### src/rtl/display_pkg.sv
// Shared types and constants for the multiplexed 7-segment scanner.
// Segment patterns are {g,f,e,d,c,b,a}, active-high.
package display_pkg;

  typedef enum logic [1:0] {
    IDLE = 2'd0,
    D0   = 2'd1,
    D1   = 2'd2,
    D2   = 2'd3
  } state_t;

  localparam logic [6:0] SEG_OFF  = 7'h00;
  localparam logic [6:0] SEG_DASH = 7'h40;

  // Index 0 is the rightmost element; 10..15 show a dash.
  localparam logic [15:0][6:0] SEG_TABLE = {
    SEG_DASH, SEG_DASH, SEG_DASH,
    SEG_DASH, SEG_DASH, SEG_DASH,
    7'h6F, 7'h7F, 7'h07, 7'h7D, 7'h6D,
    7'h66, 7'h4F, 7'h5B, 7'h06, 7'h3F
  };

endpackage

### src/rtl/bcd_to_7seg.sv
// Combinational BCD to 7-segment decoder, active-high.
// Codes above 9 decode to a dash.
module bcd_to_7seg
  import display_pkg::*;
(
  input  logic [3:0] bcd,
  output logic [6:0] seg
);

  assign seg = SEG_TABLE[bcd];

endmodule

### src/rtl/bcd_display_scan.sv
// 3-digit multiplexed 7-segment scanner with frame snapshot,
// anti-ghost gap cycle and leading-zero blanking.
module bcd_display_scan
  import display_pkg::*;
#(
  parameter int REFRESH_DIV    = 50000,
  parameter bit SEG_ACTIVE_LOW = 1'b1,
  parameter bit AN_ACTIVE_LOW  = 1'b1
) (
  input  logic       Clock,
  input  logic       nReset,
  input  logic       BlankEn,
  input  logic [3:0] Co1,
  input  logic [3:0] Co10,
  input  logic [3:0] Co100,
  output logic [6:0] Seg,
  output logic [2:0] An,
  output logic       FrameTick
);

  localparam int CW = $clog2(REFRESH_DIV);
  localparam logic [CW-1:0] LAST = CW'(REFRESH_DIV - 1);
  localparam logic [6:0] SEG_MASK =
    SEG_ACTIVE_LOW ? 7'h7F : 7'h00;
  localparam logic [2:0] AN_MASK =
    AN_ACTIVE_LOW ? 3'b111 : 3'b000;

  logic [CW-1:0] cnt;
  logic          tick;
  state_t        state;
  state_t        state_nxt;
  logic          frame_start;

  logic [3:0]    snap_u;
  logic [3:0]    snap_t;
  logic [3:0]    snap_h;
  logic          snap_blank;

  logic [3:0]    digit;
  logic [2:0]    an_raw;
  logic          blank_slot;
  logic          lit;
  logic [6:0]    dec_seg;
  logic [6:0]    seg_raw;
  logic [2:0]    an_sel;

  assign tick = (cnt == LAST);

  // Refresh prescaler: one tick per digit slot.
  always_ff @(posedge Clock or negedge nReset) begin
    if (!nReset)
      cnt <= '0;
    else if (tick)
      cnt <= '0;
    else
      cnt <= cnt + CW'(1);
  end

  // Scan state register.
  always_ff @(posedge Clock or negedge nReset) begin
    if (!nReset)
      state <= IDLE;
    else
      state <= state_nxt;
  end

  // Next digit on each tick; entering D0 starts a frame.
  always_comb begin
    state_nxt   = state;
    frame_start = 1'b0;
    if (tick) begin
      unique case (state)
        IDLE: begin
          state_nxt   = D0;
          frame_start = 1'b1;
        end
        D0: state_nxt = D1;
        D1: state_nxt = D2;
        D2: begin
          state_nxt   = D0;
          frame_start = 1'b1;
        end
      endcase
    end
  end

  // Frame snapshot so one frame never mixes counter values.
  always_ff @(posedge Clock or negedge nReset) begin
    if (!nReset) begin
      snap_u     <= '0;
      snap_t     <= '0;
      snap_h     <= '0;
      snap_blank <= 1'b0;
    end else if (frame_start) begin
      snap_u     <= Co1;
      snap_t     <= Co10;
      snap_h     <= Co100;
      snap_blank <= BlankEn;
    end
  end

  // Digit select and blanking; a nonzero higher digit
  // (including invalid codes) keeps lower digits visible.
  always_comb begin
    digit      = snap_u;
    an_raw     = 3'b001;
    blank_slot = 1'b0;
    case (state)
      D1: begin
        digit      = snap_t;
        an_raw     = 3'b010;
        blank_slot = snap_blank
                  && (snap_h == 4'd0)
                  && (snap_t == 4'd0);
      end
      D2: begin
        digit      = snap_h;
        an_raw     = 3'b100;
        blank_slot = snap_blank && (snap_h == 4'd0);
      end
      default: ;
    endcase
  end

  bcd_to_7seg u_dec (
    .bcd (digit),
    .seg (dec_seg)
  );

  // The tick cycle loads "off" so the next cycle is the gap.
  assign lit     = !tick && (state != IDLE);
  assign seg_raw = (lit && !blank_slot) ? dec_seg : SEG_OFF;
  assign an_sel  = lit ? an_raw : 3'b000;

  // Registered pins; polarity applied only here.
  always_ff @(posedge Clock or negedge nReset) begin
    if (!nReset) begin
      Seg       <= SEG_MASK;
      An        <= AN_MASK;
      FrameTick <= 1'b0;
    end else begin
      Seg       <= seg_raw ^ SEG_MASK;
      An        <= an_sel ^ AN_MASK;
      FrameTick <= frame_start;
    end
  end

endmodule

### config.mk
export PLATFORM = sky130hd
export DESIGN_NAME = bcd_display_scan
export DESIGN_NICKNAME = d
export VERILOG_FILES = /design/src/rtl/display_pkg.sv /design/src/rtl/bcd_to_7seg.sv /design/src/rtl/bcd_display_scan.sv
export SDC_FILE = /design/constraint.sdc
export NUM_CORES = 1
export LEC_CHECK = 0
export CORE_ASPECT_RATIO = 0.7
export CORE_UTILIZATION = 45
export CTS_BUF_LIST = sky130_fd_sc_hd__clkbuf_16
export CTS_CLUSTER_SIZE = 8
export DETAILED_ROUTE_END_ITERATION = 16
export GPL_ROUTABILITY_DRIVEN = 0
export GPL_TIMING_DRIVEN = 0
export PLACE_DENSITY = 0.65
export SLEW_MARGIN = 25
export SYNTH_ARGS = -nofsm -noshare
export SYNTH_HDL_FRONTEND = slang
export SYNTH_SLANG_ARGS = --single-unit
### constraint.sdc
create_clock -name Clock -period 3.5 [get_ports Clock]
set_input_delay 0.525 -clock Clock [delete_from_list [all_inputs] [get_ports Clock]]
set_output_delay 0.525 -clock Clock [all_outputs]
set_load 0.02 [all_outputs]
## After elaboration in Yosys (flattened, before gate mapping)

Memory sizes are Yosys's and may differ from the RTL's.
Cells that the tools add are included.
Widths: inputs -> output; s select.

- Add/subtract/negate cells: 1
- Order comparisons: 1
- Equality and inequality tests: 4
- Muxes and demuxes: 10
- Bitwise logic cells: 2
- Reduce and logical (&&, ||, !) cells: 11

Operators by type and width:

| operator | number |
|---|---|
| $add 16x1->16 const B | 1 |
| $eq 16x16->1 const B | 1 |
| $mux 16 | 1 |
| $mux 7 | 2 |
| $logic_not 4->1 | 2 |
| $pmux 4 s2 | 1 |
| $not 7->7 | 1 |
| $pmux 2 s3 | 1 |
| $pmux 3 s2 | 1 |
| $lt 4x5->1 const B | 1 |
| $eq 2x2->1 const B | 2 |
| $logic_and 1x1->1 | 4 |
| $mux 3 | 1 |
| $not 3->3 | 1 |
| $eq 2x1->1 const B | 1 |
| $logic_not 1->1 | 2 |
| $logic_not 2->1 | 1 |
| $mux 1 | 2 |
| $pmux 1 s2 | 1 |
| $reduce_bool 2->1 | 1 |
| $reduce_or 2->1 | 1 |

- Bits in registers: 42
- Memory bits (read-only): 112
- Input bits: 15
- Word-level logic and storage cells: 39
- Memories: 1

Memories:

| memory | words | bits a word | read ports | clocked after memory_dff | wr ports | RTL line | text |
|---|---|---|---|---|---|---|---|
| (no name shown) | 16 | 7 | 1 | 0 | 0 | bcd_to_7seg.sv:10 | `assign seg = SEG_TABLE[bcd];` |

## Depth between registers and ports, before layout

- Word-level depth: 8
- Depth in mapped cells: 10
- Depth with buffers taken out: 9

## By module

A second synthesis with hierarchy kept.

- Cell total of the unflattened synthesis: 182
- Area, all modules: 2122.0 um2

Modules (own cells, without submodules):

| module | instances | cells each | area each (um2) | sequential area each (um2) |
|---|---|---|---|---|
| bcd_display_scan | 1 | 153 | 1894.3 | 1063.5 |
| bcd_to_7seg | 1 | 29 | 227.7 | 0.0 |

## Least setup slack after synthesis

OpenSTA, ideal clock, no wires.

- Path kind: register to register
- From: register state[0]
- To: register Seg[4]
- Setup time: 102 ps
- Arrival: 1926 ps
- Required time: 3398 ps
- Slack: 1471 ps
- Cell stages (with the launch flop): 11
- Path buffers: 1
- Period minus slack after synthesis: 2029 ps
- Path through: dfrtp_1 inv_1 ha_1 clkbuf_1 nor2_2 a221o_1 o31ai_1 ha_1 inv_1 a221oi_1 o21ai_0

- Word-level cells in the longest chain between the ends: 6

Ends and longest elaborated chain:

| element | RTL line | text |
|---|---|---|
| start, declared | bcd_display_scan.sv:30 | `state_t state;` |
| start signal, assigned | bcd_display_scan.sv:64 | `state <= state_nxt;` |
| $eq 2x2->1 | bcd_display_scan.sv:108 | `case (state)` |
| $pmux 4 s2 or $pmux 1 s2 (tied branches) | bcd_display_scan.sv:108 |  |
| $mem_v2 16x7 or $logic_not 1->1 (tied branches) | n/a |  |
| $mux 7 (implied by the code) or $logic_and 1x1->1 (tied branches) | bcd_to_7seg.sv:10, bcd_display_scan.sv:132 |  |
| $mux 7 (*) | bcd_display_scan.sv:132 | `assign seg_raw = (lit && !blank_slot) ? dec_seg : SEG_OFF;` |
| $not 7->7 (no line) (*) | n/a |  |
| end signal, assigned | bcd_display_scan.sv:142 | `Seg <= seg_raw ^ SEG_MASK;` |
| end, declared | bcd_display_scan.sv:16 | `output logic [6:0] Seg,` |

Mark *: on every way between the ends. The rest lies on a longest branch, timed or not. The select of a mux whose other input is x is not followed.
A chain may end at the register's enable or synchronous reset.

## Worst setup path in the final report

Same ends and word-level chain as after synthesis.

==> impl_metrics.ini <==
[outcome]
status = complete, no violations

[drt]
viasPerCell = 5.448
drc = 0
first_pass_iters = 4
final_antenna_net_count = 0
drt_wl_total_um = 3846
wl_per_cell_um = 14.74
vias = 1422
drtIter0Drc = 65

[final_layout]
n_fill_cell = 364
area_growth_pct = 22.65
finalNetCount = 231
diodes = 0
final_core_util_pct = 58.17
design_area_mm2 = 0.002547
final_layout_size_suffix_gt1_share_pct = 18.45

[sta]
setup_tns_ns = 0
finalSetupViolations = 0
setup_ws_ns = 1.103
rsz0062_at_grt = false
finalMaxSlewViolations = 0
tightest_slew_ns = 0.5744
fmax_ghz = 0.4172
hold_viol = 0
hold_slack_ns = 0.1613
max_slew_margin_pct = 61.71
skew_ns = 0.006848
finalCritPeriodShare_pct = 68.48
layout_min_cycle_time_ns = 2.397

[cts]
cts-root-buf = clkbuf_16
cts_tree = done
clkSinkCount = 42
post-cts-setup-buffer-count = 0
clk_pin_slew_ns = 0.05
clk-insertion-delay-late_ns = 0.28
htree_num_levels = 2
hold_buffers = 0
postCtsResizedCells = 0
cts_buffer_depth = 2
cts_buffers = 5

[power]
p_seq_share_pct = 51.6
power_density_mw_per_mm2 = 370.0
pwr-share-clk_pct = 45.6
power_leakage_nw = 1.170
comb_power_share_pct = 2.8
swShare_pct = 19.59
internal_power_uw = 758.0
ir_drop_v = 0.0002323
p_sw_uw = 184.6

[floorplanning]
start_util_pct = 47.43
die_y_um = 58.84
core_area_mm2 = 0.004379
pin_count = 26
rows = 20
dieArea_mm2 = 0.004895
die_x_um = 83.20

[worst_setup_path]
critPathKind = register to register
reg2reg_slack_ns = 1.10
cp-start-kind = register
crit_fanout = 8
cp_data_required_time_ns = 3.67
cp-end-kind = register
cp_data_arrival_time_ns = 2.57

[global_routing]
grt_pass1_wl_um = 6720
track_usage_pct = 18.03
gr-total-overflow = 0
antenna_found_initial = 0
grt_pass1_vias = 1431
grt_max_degree = 27

[logic_synthesis]
syn_nets = 198
synth_edf_count = 0
syn_area_per_cell_um2 = 12.08
syn-instance-count = 172
yosys.cell_types.count = 43
synthArstFlopShare_pct = 100.0
yosysSeqAreaShare_pct = 51.20
ys_ff_latch = 42
synth_area_mm2 = 0.002077
synth.yosys.warnings = 0
synthFlopType = dfrtp_1

[hold_path]
worstHoldPathType = input port to async pin

[place]
preCtsSetupSlack_ns = 1.134
dp_hpwl_um = 2901
dpl_cell_area_mm2 = 0.002411
port_buffers = 25

[flow_run]
drv_cap = 0
## critical path, cell delays in order, from the launching register on
cell      delay (ns)
dfrtp_1         0.42
inv_1           0.12
ha_1            0.15
clkbuf_1        0.29
nor2_2          0.14
a221o_1         0.33
o31ai_1         0.16
ha_1            0.24
inv_1           0.05
a221oi_1        0.26
o21ai_0         0.12
## final cells by class
class | count | area [um2] | share of cell area (%)
inverter | 6 | 22.52 | 0.8841
multi-input combinational | 120 | 955.9 | 37.52
tap | 55 | 68.82 | 2.701
buffer | 4 | 35.03 | 1.375
timing repair buffer | 26 | 265.3 | 10.41
clock inverter | 3 | 11.26 | 0.4420
clock buffer | 5 | 125.1 | 4.912
sequential | 42 | 1064 | 41.75
## cells in the mapped netlist, types with 4 or more instances
library cell	n	area (um2)
nand3_1	7	35.03
xor2_1	7	61.31
mux2i_1	4	40.04
a21oi_1	6	30.03
o21ai_0	4	20.02
nand2_1	11	41.29
nor2_1	10	37.54
mux2_4	9	135.1
mux2_2	4	45.04
dfrtp_1	32	800.8
ha_1	11	137.6
dfstp_2	10	262.8
inv_1	6	22.52
## path summary, 6_finish.rpt
path                          start        end  cells after the start
setup / recovery           state[0]     Seg[4]                     10
hold / removal               nReset    cnt[12]                      1
setup reg to reg           state[0]     Seg[4]                     10
hold reg to reg              cnt[0]     cnt[0]                      1
max in group asynchronous    nReset  snap_h[1]                      2
min in group Clock           cnt[0]     cnt[0]                      1
## cell usage in the layout (no fill, tap or decap), drive strengths merged, types with 4 or more instances in the layout
cell           instances
nand3                  7
nand2                 11
mux2i                  4
clkbuf                 6
and4                   4
inv                    8
o21ai                  5
nor2                  11
xor2                   7
buf                    5
dfstp                 10
clkdlybuf4s50         24
dfrtp                 32
ha                    11
mux2                  13
a21oi                  6
## power by group through the flow
stage / Clock, mW / Sequential (mW) / Combinational (mW)
after floorplan: 0 / 0.495 / 0.000281
after global placement: 0 / 0.495 / 0.0245
after detailed placement: 0 / 0.495 / 0.0276
after CTS: 0.437 / 0.486 / 0.0277
after global routing: 0.459 / 0.486 / 0.0300
final: 0.430 / 0.486 / 0.0266
## kinds of logic (layout without fill, tap and decap cells)
logic type	Yosys count	in the layout	synth area share [%]
compound gates	28	28	9.638
flops	42	42	51.20
buf+inv	10	44	2.770
xor+xnor	10	10	4.217
fa+ha+maj	11	11	6.626
mux	17	17	10.60
simple gates	54	54	14.94
## through the flow
stage / instances / power, mW
after global routing: 261 / 0.9752
after global placement: 252 / 0.5191
after CTS: 261 / 0.9509
final: 261 / 0.9427
after floorplan: 172 / 0.4950
after detailed placement: 253 / 0.5221
## sequential cells by signal, summed over array words and instances, names as in the netlist
register and flops:
Seg 7, snap_h 4, snap_u 4, FrameTick 1, snap_t 4, An 3, snap_blank 1, cnt 16
state 2
## per-layer routing
layer  track usage [%]  up-vias  routed length [um]
li1                  -      686                   -
met1             24.66      694                1996
met2             26.93       34                1616
met3             5.049        8                 173
met4             8.621        0                  61
met5                 0        -                   0
Note: power is estimated with default switching activity, not from simulation.
